### src/rtl/dsp_console.sv
// dsp_console: turns a byte stream of characters into display write cycles.
// It keeps a text cursor, handles CR/LF and line wrap, and scrolls the screen
// by copying each row up one line and then blanking the bottom row.
module dsp_console #(
  parameter int          ROWS  = 30,
  parameter int          COLS  = 80,
  parameter logic [7:0]  ATTR  = 8'h07,
  parameter logic [7:0]  BLANK = 8'h20
) (
  input  logic        clk,
  input  logic        reset,
  input  logic [7:0]  in_data,
  input  logic        in_valid,
  output logic        in_ready,
  output logic        busy,
  output logic [11:0] dsp_addr,
  output logic        dsp_en,
  output logic        dsp_wr,
  input  logic        dsp_wt,
  output logic [15:0] dsp_wdata,
  input  logic [15:0] dsp_rdata
);

  localparam logic [4:0]  LAST_ROW = 5'(ROWS - 1);
  localparam logic [6:0]  LAST_COL = 7'(COLS - 1);
  // Source row of the final copy pair; only meaningful when ROWS > 1.
  localparam logic [4:0]  COPY_END = 5'(ROWS - 2);
  localparam logic [15:0] BLANK_W  = {ATTR, BLANK};
  localparam logic [7:0]  CH_CR    = 8'h0D;
  localparam logic [7:0]  CH_LF    = 8'h0A;

  // CLEAR emits the write at (sr,sc) on each edge. SC_RD / SC_WR / FILL name
  // the bus cycle currently on the outputs and pick the next one.
  typedef enum logic [2:0] {
    S_CLEAR, S_IDLE, S_SC_GO, S_SC_RD, S_SC_WR, S_FILL
  } state_t;

  state_t      state_q, state_d;
  logic [4:0]  row_q, row_d, sr_q, sr_d;
  logic [6:0]  col_q, col_d, sc_q, sc_d;
  logic        en_q, en_d, wr_q, wr_d, rdy_q, rdy_d, busy_q;
  logic [11:0] addr_q, addr_d;
  logic [15:0] wdata_q, wdata_d;
  logic        nl;

  // Next-state and next-output decode; all outputs come straight from flops.
  always_comb begin
    state_d = state_q;
    row_d   = row_q;
    col_d   = col_q;
    sr_d    = sr_q;
    sc_d    = sc_q;
    en_d    = 1'b0;
    wr_d    = 1'b0;
    addr_d  = addr_q;
    wdata_d = wdata_q;
    rdy_d   = 1'b0;
    nl      = 1'b0;
    case (state_q)
      S_CLEAR: begin
        en_d    = 1'b1;
        wr_d    = 1'b1;
        addr_d  = {sr_q, sc_q};
        wdata_d = BLANK_W;
        if (sc_q == LAST_COL) begin
          sc_d = '0;
          if (sr_q == LAST_ROW) begin
            sr_d    = '0;
            row_d   = '0;
            col_d   = '0;
            state_d = S_IDLE;
          end else begin
            sr_d = sr_q + 5'd1;
          end
        end else begin
          sc_d = sc_q + 7'd1;
        end
      end
      S_IDLE: begin
        rdy_d = 1'b1;
        if (in_valid && rdy_q) begin
          rdy_d = 1'b0;
          if (in_data == CH_CR) begin
            col_d = '0;
          end else if (in_data == CH_LF) begin
            col_d = '0;
            nl    = 1'b1;
          end else begin
            en_d    = 1'b1;
            wr_d    = 1'b1;
            addr_d  = {row_q, col_q};
            wdata_d = {ATTR, in_data};
            if (col_q == LAST_COL) begin
              col_d = '0;
              nl    = 1'b1;
            end else begin
              col_d = col_q + 7'd1;
            end
          end
          // Newline on the bottom row scrolls instead of moving the cursor.
          if (nl) begin
            if (row_q == LAST_ROW) state_d = S_SC_GO;
            else                   row_d   = row_q + 5'd1;
          end
        end
      end
      S_SC_GO: begin
        sr_d = '0;
        sc_d = '0;
        en_d = 1'b1;
        if (ROWS > 1) begin
          addr_d  = {5'd1, 7'd0};
          state_d = S_SC_RD;
        end else begin
          wr_d    = 1'b1;
          addr_d  = {LAST_ROW, 7'd0};
          wdata_d = BLANK_W;
          state_d = S_FILL;
        end
      end
      S_SC_RD: begin
        // Hold the read until the responder stops waiting, then write it up.
        en_d = 1'b1;
        if (!dsp_wt) begin
          wr_d    = 1'b1;
          addr_d  = {sr_q, sc_q};
          wdata_d = dsp_rdata;
          state_d = S_SC_WR;
        end
      end
      S_SC_WR: begin
        en_d = 1'b1;
        if (sc_q == LAST_COL) begin
          sc_d = '0;
          if (sr_q == COPY_END) begin
            wr_d    = 1'b1;
            addr_d  = {LAST_ROW, 7'd0};
            wdata_d = BLANK_W;
            state_d = S_FILL;
          end else begin
            sr_d    = sr_q + 5'd1;
            addr_d  = {sr_q + 5'd2, 7'd0};
            state_d = S_SC_RD;
          end
        end else begin
          sc_d    = sc_q + 7'd1;
          addr_d  = {sr_q + 5'd1, sc_q + 7'd1};
          state_d = S_SC_RD;
        end
      end
      S_FILL: begin
        if (sc_q == LAST_COL) begin
          sc_d    = '0;
          rdy_d   = 1'b1;
          state_d = S_IDLE;
        end else begin
          sc_d    = sc_q + 7'd1;
          en_d    = 1'b1;
          wr_d    = 1'b1;
          addr_d  = {LAST_ROW, sc_q + 7'd1};
          wdata_d = BLANK_W;
        end
      end
      default: state_d = S_CLEAR;
    endcase
  end

  // State and output registers; reset abandons any operation and restarts CLEAR.
  always_ff @(posedge clk) begin
    if (reset) begin
      state_q <= S_CLEAR;
      row_q   <= '0;
      col_q   <= '0;
      sr_q    <= '0;
      sc_q    <= '0;
      en_q    <= 1'b0;
      wr_q    <= 1'b0;
      addr_q  <= '0;
      wdata_q <= '0;
      rdy_q   <= 1'b0;
      busy_q  <= 1'b1;
    end else begin
      state_q <= state_d;
      row_q   <= row_d;
      col_q   <= col_d;
      sr_q    <= sr_d;
      sc_q    <= sc_d;
      en_q    <= en_d;
      wr_q    <= wr_d;
      addr_q  <= addr_d;
      wdata_q <= wdata_d;
      rdy_q   <= rdy_d;
      busy_q  <= ~rdy_d;
    end
  end

  assign in_ready  = rdy_q;
  assign busy      = busy_q;
  assign dsp_en    = en_q;
  assign dsp_wr    = wr_q;
  assign dsp_addr  = addr_q;
  assign dsp_wdata = wdata_q;

endmodule

### config.mk
export PLATFORM = sky130hd
export DESIGN_NAME = dsp_console
export DESIGN_NICKNAME = d
export VERILOG_FILES = /design/src/rtl/dsp_console.sv
export SDC_FILE = /design/constraint.sdc
export NUM_CORES = 1
export LEC_CHECK = 0
export ABC_AREA = 1
export ABC_CLOCK_PERIOD_IN_PS = 2100
export CORE_MARGIN = 1.5
export CORE_UTILIZATION = 50
export CTS_BUF_LIST = sky130_fd_sc_hd__clkbuf_4
export DETAILED_ROUTE_END_ITERATION = 8
export PLACE_DENSITY_LB_ADDON = 0.08
export RECOVER_POWER = 50
export SLEW_MARGIN = 0
export SYNTH_ARGS = -nofsm -noshare
export SYNTH_HDL_FRONTEND = slang
export SYNTH_SLANG_ARGS = --single-unit
### constraint.sdc
create_clock -name clk -period 2.1 [get_ports clk]
set_clock_uncertainty 0.2 [all_clocks]
set_input_delay 0.21 -clock clk [delete_from_list [all_inputs] [get_ports clk]]
set_output_delay 0.21 -clock clk [all_outputs]
set_load 0.02 [all_outputs]
[After elaboration in Yosys (flattened, before gate mapping)]
Index checks and enable logic that the tools add are counted.
Storage, ports and cells
  output and inout port bits: 32
  bits of input ports: 28
  logic and storage cells: 121
  register bits: 59
Cells by class
  reductions and logical operators: 15
  bitwise logic cells: 1
  add/subtract/negate cells: 5
  mux-type cells: 63
  equality and inequality tests: 26
Operators by type and width (count)
  16-bit 2-to-1 mux: 7
  12-bit 2-to-1 mux: 7
  16-bit case mux with 5 select lines: 1
  12-bit case mux with 6 select lines: 1
  7-bit 2-to-1 mux: 7
  5-bit 2-to-1 mux: 9
  2-bit inequality test (second input constant): 14
  7-bit case mux with 2 select lines: 2
  3-bit 2-to-1 mux: 9
  3-bit case mux with 6 select lines: 1
  8-bit by 4-bit == test with 1-bit output (second input constant): 2
  5-bit == test (second input constant): 3
  5-bit case mux with 3 select lines: 1
  7-bit by 1-bit adder with 7-bit output (second input constant): 2
  7-bit == test (second input constant): 2
  1-bit 2-to-1 mux: 14
  6-bit AND reduction: 2
  5-bit by 1-bit adder with 5-bit output (second input constant): 2
  5-bit case mux with 2 select lines: 1
  4-bit AND reduction: 2
  8-bit AND reduction: 1
  7-bit AND reduction: 1
  3-bit by 2-bit == test with 1-bit output (second input constant): 2
  3-bit == test (second input constant): 2
  other kinds (14): 15

[Depth between registers and ports, before layout]
Gate-level depths: netlist of run 1.
  depth after elaboration: 9
  mapped depth: 12
  mapped depth without buffers: 11

[Worst setup path before layout of run 1]
OpenSTA, ideal clock, no wires.
  kind: register -> register
  start point: register sc_q[0]
  end point: register wdata_q[0], in the netlist dsp_wdata[0]
  cell stages (with the launch flop): 10
  buffers on the path: 1
  setup slack: 0.225 ns
  arrival time: 1.562 ns
  path through: dfxtp_1 ha_1 nand3_4 o21ai_2 nand3_2 nor2_4 nand2_2 buf_4 nor2_1 nor2_1
On the way
  word-level cells in the longest chain between the ends: 3
  elaborated cells between the ends (all ways): 4
  those cells by class: eq/ne: 3; reduce/logical: 1
RTL lines
  start, declared: line 40  | logic [6:0] col_q, col_d, sc_q, sc_d;
  start signal, assigned: line 175  | sc_q <= '0;
  start signal, assigned: line 187  | sc_q <= sc_d;
  7-bit == test *: line 133, 152
  2-bit inequality test (no source line)
  8-bit AND reduction (no source line) *
  end signal, assigned: line 191  | wdata_q <= wdata_d;
  end, declared: line 43  | logic [15:0] wdata_q, wdata_d;
Mark *: on every way between the ends. The rest lies on a longest branch, timed or not.
A chain may end at the register's enable or synchronous reset.

[Worst setup path in the final report of run 1]
  start point: register sc_q[1]
  end point: register col_q[3]
On the way
  word-level cells in the longest chain between the ends: 3
RTL lines
  7-bit == test: line 65  | if (sc_q == LAST_COL) begin
  2-bit inequality test (no source line)
  4-bit AND reduction (no source line)
  end signal, assigned: line 185  | col_q <= col_d;
  end, declared: line 40
Every way passes these cells.

==> impl_metrics.env, run 1 <==
export IMPL_status="finished clean"
export IMPL_reg2reg_to="col_q[3]"
export IMPL_seq_area_frac_synth_pct=34.3
export IMPL_root_buffer="clkbuf_4"
export IMPL_p_comb_share_pct=7.4
export IMPL_whs_endpoint="dsp_wdata[11]"
export IMPL_synth_cell_type_count=33
export IMPL_diodes=0
export IMPL_gr_total_overflow=0
export IMPL_ys_warn_count=0
export IMPL_cts_buffer_depth=2
export IMPL_p_int_w=0.00159
export IMPL_fin_crit_ns=1.98
export IMPL_p_clk_share_pct=38.3
export IMPL_place_inst=694
export IMPL_synth_seq_cells=59
export IMPL_first_pass_iters=5
export IMPL_gp_congestion=0.848
export IMPL_sw_frac_of_total_pct=24.7
export IMPL_crit_family="simple AND/OR/NAND/NOR gates"
export IMPL_finalCritPeriodShare_pct=94.4
export IMPL_die_width_um=86.0
export IMPL_max_freq_mhz=504
export IMPL_drc=0
export IMPL_drtAntennaViolNets=0
export IMPL_placement_rows=30
export IMPL_r2r_slack_ns=0.12
export IMPL_areaGrowthSynthToFinish_pct=28.8
export IMPL_grt_max_degree=36
export IMPL_setup_viol=0
export IMPL_syn_area_um2=3450
export IMPL_postCtsSetupBuffers=0
export IMPL_hold_start="dsp_rdata[11]"
export IMPL_clock_latency_ns=0.42
export IMPL_synthCells=544
export IMPL_grt_pass1_wl_um=14300
export IMPL_numCtsBuffers=9
export IMPL_cts_sinks=59
export IMPL_worst_slack_ns=0.117
export IMPL_hold_depth=5
export IMPL_instances_no_fill=710
export IMPL_syn_area_per_cell_um2=6.34
export IMPL_end_kind="register"
export IMPL_dp_final_hpwl_um=6360
export IMPL_power_density_nw_per_um2=474
export IMPL_cap_violations=0
export IMPL_crit_type="register to register"
export IMPL_path_clk_slew_ns=0.10
export IMPL_drive_gt1_share_pct=11.6
export IMPL_power_static_leakage_nw=1.99
export IMPL_cts_tree="built"
export IMPL_dr_total_vias=3620
export IMPL_synth_nets=580
export IMPL_final_nets=662
export IMPL_ios=60
export IMPL_cp_start_kind="register"
export IMPL_reg2regPathDepth=11
export IMPL_viasPerCell=5.10
export IMPL_grt_pass1_vias=3207
export IMPL_crit_path_max_incr_delay_ns=0.37
export IMPL_fp_dieH_um=86.0
export IMPL_die_area_um2=7400
export IMPL_maxSlewViolCount=0
export IMPL_hold_class="input pin to register"
export IMPL_grt_util_all_layers_pct=24.2
export IMPL_slew_headroom_pct=71.4
export IMPL_synth_top_area_cell="dfxtp_1"
export IMPL_pwr_share_seq_pct=54.3
export IMPL_tightestPinTransition_ns=0.429
export IMPL_hold_viol=0
export IMPL_finalWirelength_um=8900
export IMPL_htree_levels=3
export IMPL_synth_area_leaders="dfxtp_1 34%, nand2_1 18%, nor2_1 11%"
export IMPL_cpMaxStageDelayCell="dfxtp_2"
export IMPL_nFillCells=625
export IMPL_antenna_found_initial=0
export IMPL_cp_max_fo=10
export IMPL_p_switching_w=0.000520
export IMPL_post_drt_wl_per_cell_um=12.5
export IMPL_power_w=0.00211
export IMPL_path_cells="ha_2 -> nand3_4 -> nor2_4 -> buf_6 -> o21ai_2 -> nor2_4 -> buf_4 -> nand2_1 -> nand2_1 -> inv_1 -> nor2_1"
export IMPL_fp_coreArea_um2=6720
export IMPL_crit_start="sc_q[1]"
export IMPL_r2r_start="sc_q[1]"
export IMPL_start_util_pct=51.3
export IMPL_synth_top_cell_area_share_pct=34.3
export IMPL_pre_cts_ws_ns=-0.0552
export IMPL_cp_data_arrival_time_ns=2.13
export IMPL_worst_ir_drop_vdd_v=0.000288
export IMPL_crit_buf_inv=3
export IMPL_portBuffers=59
export IMPL_drtIter0Drc=169
export IMPL_crit_required_ns=2.24
==> layout by cell type, fill, tap and decap left out, types with 3 or more instances in the layout <==
cell	instances
nor2_2	3
clkdlybuf4s50_1	59
buf_4	25
nand2_2	6
ha_1	7
nor2_4	5
inv_1	50
xnor2_1	4
nand4_1	4
dfxtp_1	57
clkbuf_4	10
nand3b_1	7
o21ai_0	17
xor2_1	7
a22oi_1	7
nand3_2	3
inv_2	4
nand2_1	166
nand3_1	39
nor2_1	98
a21oi_1	26
==> stage by stage <==
step / instance area, um2 / util, % / hold WS [ns] / TNS (ns)
after floorplan: 3450 / - / 0.0791 / 0
after global placement: 4260 / 63.4 / 0.256 / -0.0331
after detailed placement: 4260 / 63.4 / 0.259 / -0.739
after CTS: 4400 / 65.5 / 0.200 / 0
after global routing: 4440 / 66.1 / 0.239 / -0.0232
final: 4440 / 66.1 / 0.211 / 0
==> worst reg2reg max path: cells and delay by family, from the launching register on <==
family                     cells  cell delay (ns)
and+or+nand+nor                6             0.67
buffers and inverters          3             0.32
AOI/OAI and AO/OA              1             0.12
adders and majority gates      1             0.22
DFF                            1             0.37
==> layer usage <==
metal	track usage (%)	vias up	routed length [um]
met2	39.3	124	3940
li1	-	1876	-
met1	32.0	1609	4220
met5	0	-	0
met3	5.00	11	627
met4	8.50	0	108
==> synthesized netlist by cell type, drive strengths merged <==
| master | count |
|---|---|
| a21oi | 27 |
| a22oi | 7 |
| a2bb2oi | 1 |
| a31oi | 2 |
| buf | 11 |
| clkbuf | 6 |
| clkinv | 1 |
| dfxtp | 59 |
| ha | 8 |
| inv | 54 |
| nand2 | 173 |
| nand3 | 43 |
| nand3b | 7 |
| nand4 | 4 |
| nor2 | 106 |
| nor3 | 3 |
| o21ai | 20 |
| o22ai | 1 |
| xnor2 | 4 |
| xor2 | 7 |
==> area by class of cell <==
| type | instances | area (um2) | share of cell area, % |
|---|---|---|---|
| Timing Repair Buffer | 87 | 813 | 18.3 |
| Clock buffer | 10 | 75.1 | 1.69 |
| Multi-Input combinational cell | 414 | 2010 | 45.2 |
| Tap cell | 80 | 100 | 2.25 |
| Inverter | 55 | 206 | 4.65 |
| Sequential cell | 59 | 1180 | 26.6 |
| Clock inverter | 5 | 55.1 | 1.24 |
==> logic make-up (layout without fill, tap and decap cells) <==
family	count (synthesis)	in the layout	share of synthesized area, %
AOI/OAI and AO/OA	58	58	9.47
xor gates and xnor gates	11	11	2.79
adders and majority gates	8	8	2.90
buffers and inverters	72	157	8.89
DFF	59	59	34.3
and+or+nand+nor	336	337	41.7
==> what timing repair did <==
item / CTS / global route
gates cloned: 0 / 1
hold buffers: 0 / 0
resized for setup: 2 / 9
pin swaps: 0 / 1
setup endpoints to repair: 14 / 42
==> sequential cells by signal, indices dropped and copies added (netlist names), 3 cells and up <==
name / cells
dsp_wdata: 16
dsp_addr: 12
col_q: 7
sc_q: 7
row_q: 5
sr_q: 5
state_q: 3
==> power by group through the flow <==
stage	Sequential (W)	Combinational [W]	Clock, W
finish	0.00114	0.000156	0.000806
global route	0.00115	0.000170	0.000879
CTS	0.00114	0.000156	0.000825
detailed placement	0.00117	0.000155	0
global placement	0.00117	0.000153	0
floorplan	0.00118	0.0000506	0
==> how the worst max path moves through the flow <==
stage,to,cells after the start,slack [ns]
6_report,col_q[3],11,0.12
5_1_grt,col_q[3],11,-0.02
4_1_cts,row_q[1],9,0.02
3_5_place_dp,dsp_wdata[5],12,-0.06
3_3_place_gp,dsp_wdata[5],10,-0.03
2_1_floorplan,dsp_wdata[0],9,0.22
(Power assumes the default switching activity.)
==> run 2, diff against run 1 <==
Settings changed: ABC_CLOCK_PERIOD_IN_PS 2100 to 2600, CORE_UTILIZATION 50 to 30, REMOVE_ABC_BUFFERS from default to 1.
Clock period 2.1 ns to 2.6 ns, I/O delays scaled along.
==> run 2 against run 1 <==
Net effect:
- flip-flop and latch count unchanged
- worst hold slack improved by 0.056 ns
- largest power group unchanged
- register-to-register slack improved by 0.16 ns
- sequential power decreased by 19%
- combinational power decreased by 22%
- via count decreased by 3.3%
- highest routed layer unchanged
- fmax decreased by 15%
- clock-buffer cell count unchanged
- critical endpoint is now dsp_wdata[5]
==> impl_metrics.env, run 2 (synthesis gave the netlist of run 1 again) <==
export IMPL_drtIter0Drc=166
export IMPL_cpMaxStageDelayCell="dfxtp_1"
export IMPL_maxSlewViolCount=0
export IMPL_cts_sinks=59
export IMPL_finalInstanceArea_um2=4340
export IMPL_dp_final_hpwl_um=7060
export IMPL_final_nets=644
export IMPL_crit_path_max_incr_delay_ns=0.41
export IMPL_drtAntennaViolNets=0
export IMPL_finalWirelength_um=9420
export IMPL_ios=60
export IMPL_gr_total_overflow=0
export IMPL_antenna_found_initial=0
export IMPL_status="finished clean"
export IMPL_crit_type="register to register"
export IMPL_hold_viol=0
export IMPL_drive_gt1_share_pct=7.99
export IMPL_setup_viol=0
export IMPL_holdBufCountCts=0
export IMPL_fp_dieH_um=110
export IMPL_portBuffers=59
export IMPL_max_freq_mhz=431
export IMPL_final_cell_mix="168 x nand2_1, 99 x nor2_1, 59 x dfxtp_1"
export IMPL_fp_coreArea_um2=11000
export IMPL_gp_congestion=0.843
export IMPL_cts_buffer_depth=2
export IMPL_cts_tree="built"
export IMPL_power_static_leakage_nw=1.98
export IMPL_start_util_pct=31.3
export IMPL_path_cells="ha_1 -> nand3_4 -> o21ai_2 -> nand3_2 -> nor2_4 -> nand2_2 -> inv_1 -> nor2_1 -> nor2_1"
export IMPL_end_kind="register"
export IMPL_nFillCells=1216
export IMPL_final_common_cell="nand2_1"
export IMPL_drc=0
export IMPL_rsz0062_at_grt="no"
export IMPL_slew_headroom_pct=54.1
export IMPL_largest_register_ff_count=16
export IMPL_first_pass_iters=4
export IMPL_finalCritPeriodShare_pct=89.2
export IMPL_reg2regPathDepth=9
export IMPL_dr_total_vias=3499
export IMPL_areaGrowthSynthToFinish_pct=25.7
export IMPL_hold_class="input pin to register"
export IMPL_worst_ir_drop_vdd_v=0.000254
export IMPL_path_clk_slew_ns=0.11
export IMPL_numCtsBuffers=9
export IMPL_cts_resized=0
export IMPL_diodes=0
export IMPL_clock_latency_ns=0.41
export IMPL_die_area_um2=12100
export IMPL_grt_pass1_wl_um=15800
export IMPL_viasPerCell=4.65
export IMPL_fin_tns_setup_ns=0
export IMPL_cp_start_kind="register"
export IMPL_cp_data_arrival_time_ns=2.48
export IMPL_postCtsSetupBuffers=0
export IMPL_cpMostUsedCell="nor2_1"
export IMPL_dpl_instance_area_um2=4210
export IMPL_placement_rows=38
export IMPL_grt_pass1_vias=3301
export IMPL_grt_max_degree=24
export IMPL_hold_depth=5
export IMPL_post_drt_wl_per_cell_um=12.5
export IMPL_root_buffer="clkbuf_4"
export IMPL_crit_required_ns=2.76
export IMPL_cap_violations=0
export IMPL_grt_util_all_layers_pct=16.8
export IMPL_htree_levels=3
export IMPL_fin_crit_ns=2.32
export IMPL_cp_max_fo=23
export IMPL_die_width_um=110
export IMPL_power_density_nw_per_um2=391
export IMPL_tightestPinTransition_ns=0.686
run 2: changes by cell type in the layout (fill, tap and decap cells not counted), moves of 2 or more:
cell / change
buf_4: -15
clkdlybuf4s50_1: -32
dfxtp_1: +2
dfxtp_2: -2
dlygate4sd3_1: +32
nand2_1: +2
nand2_2: -2
nor2_2: +2
nor2_4: -3
run 2: layout make-up:
class	instances	area [um2]	share of cell area, %
Inverter	55	206	4.76
Clock inverter	6	56.3	1.30
Timing Repair Buffer	70	686	15.8
Multi-Input combinational cell	413	1960	45.1
Tap cell	140	175	4.04
Clock buffer	10	75.1	1.73
Sequential cell	59	1180	27.2
run 2: path summary, 6_finish.rpt:
path	end	start	slack, ns
worst max-delay path	dsp_wdata[5]	sc_q[0]	0.28
worst min-delay path	dsp_wdata[11]	dsp_rdata[11]	0.27
worst max register to register	dsp_wdata[5]	sc_q[0]	0.28
worst min register to register	dsp_wdata[9]	dsp_wdata[9]	0.28
run 2: layer usage:
layer / track usage [%] / routed length (um)
met1: 21.7 / 4610
met2: 28.3 / 4260
met3: 3.17 / 432
met4: 5.40 / 112
met5: 0 / 0
run 2: where the power goes:
part           leakage, nW  switching [W]  internal (W)
sequential           0.478     0.00000842      0.000915
clock               0.0736       0.000354      0.000296
combinational         1.43      0.0000561     0.0000654
run 2: worst max-delay path: cells and delay by family, from the launching register on:
family          cells  cell delay [ns]
fa+ha+maj           1             0.26
compound gates      1             0.29
simple gates        6             0.93
buf+inv             1             0.17
flops               1             0.41
run 2: metrics by stage:
step           util, %  setup WS (ns)  total power [W]  instances  hold WS [ns]
4_1_cts           39.3          0.285          0.00173        753         0.246
6_report          39.3          0.281          0.00169        753         0.267
3_3_place_gp      38.2          0.319          0.00107        737         0.254
3_5_place_dp      38.2          0.290          0.00107        737         0.266
5_1_grt           39.3         0.0652          0.00178        753         0.272
2_1_floorplan        -          0.531         0.000989        527         0.129
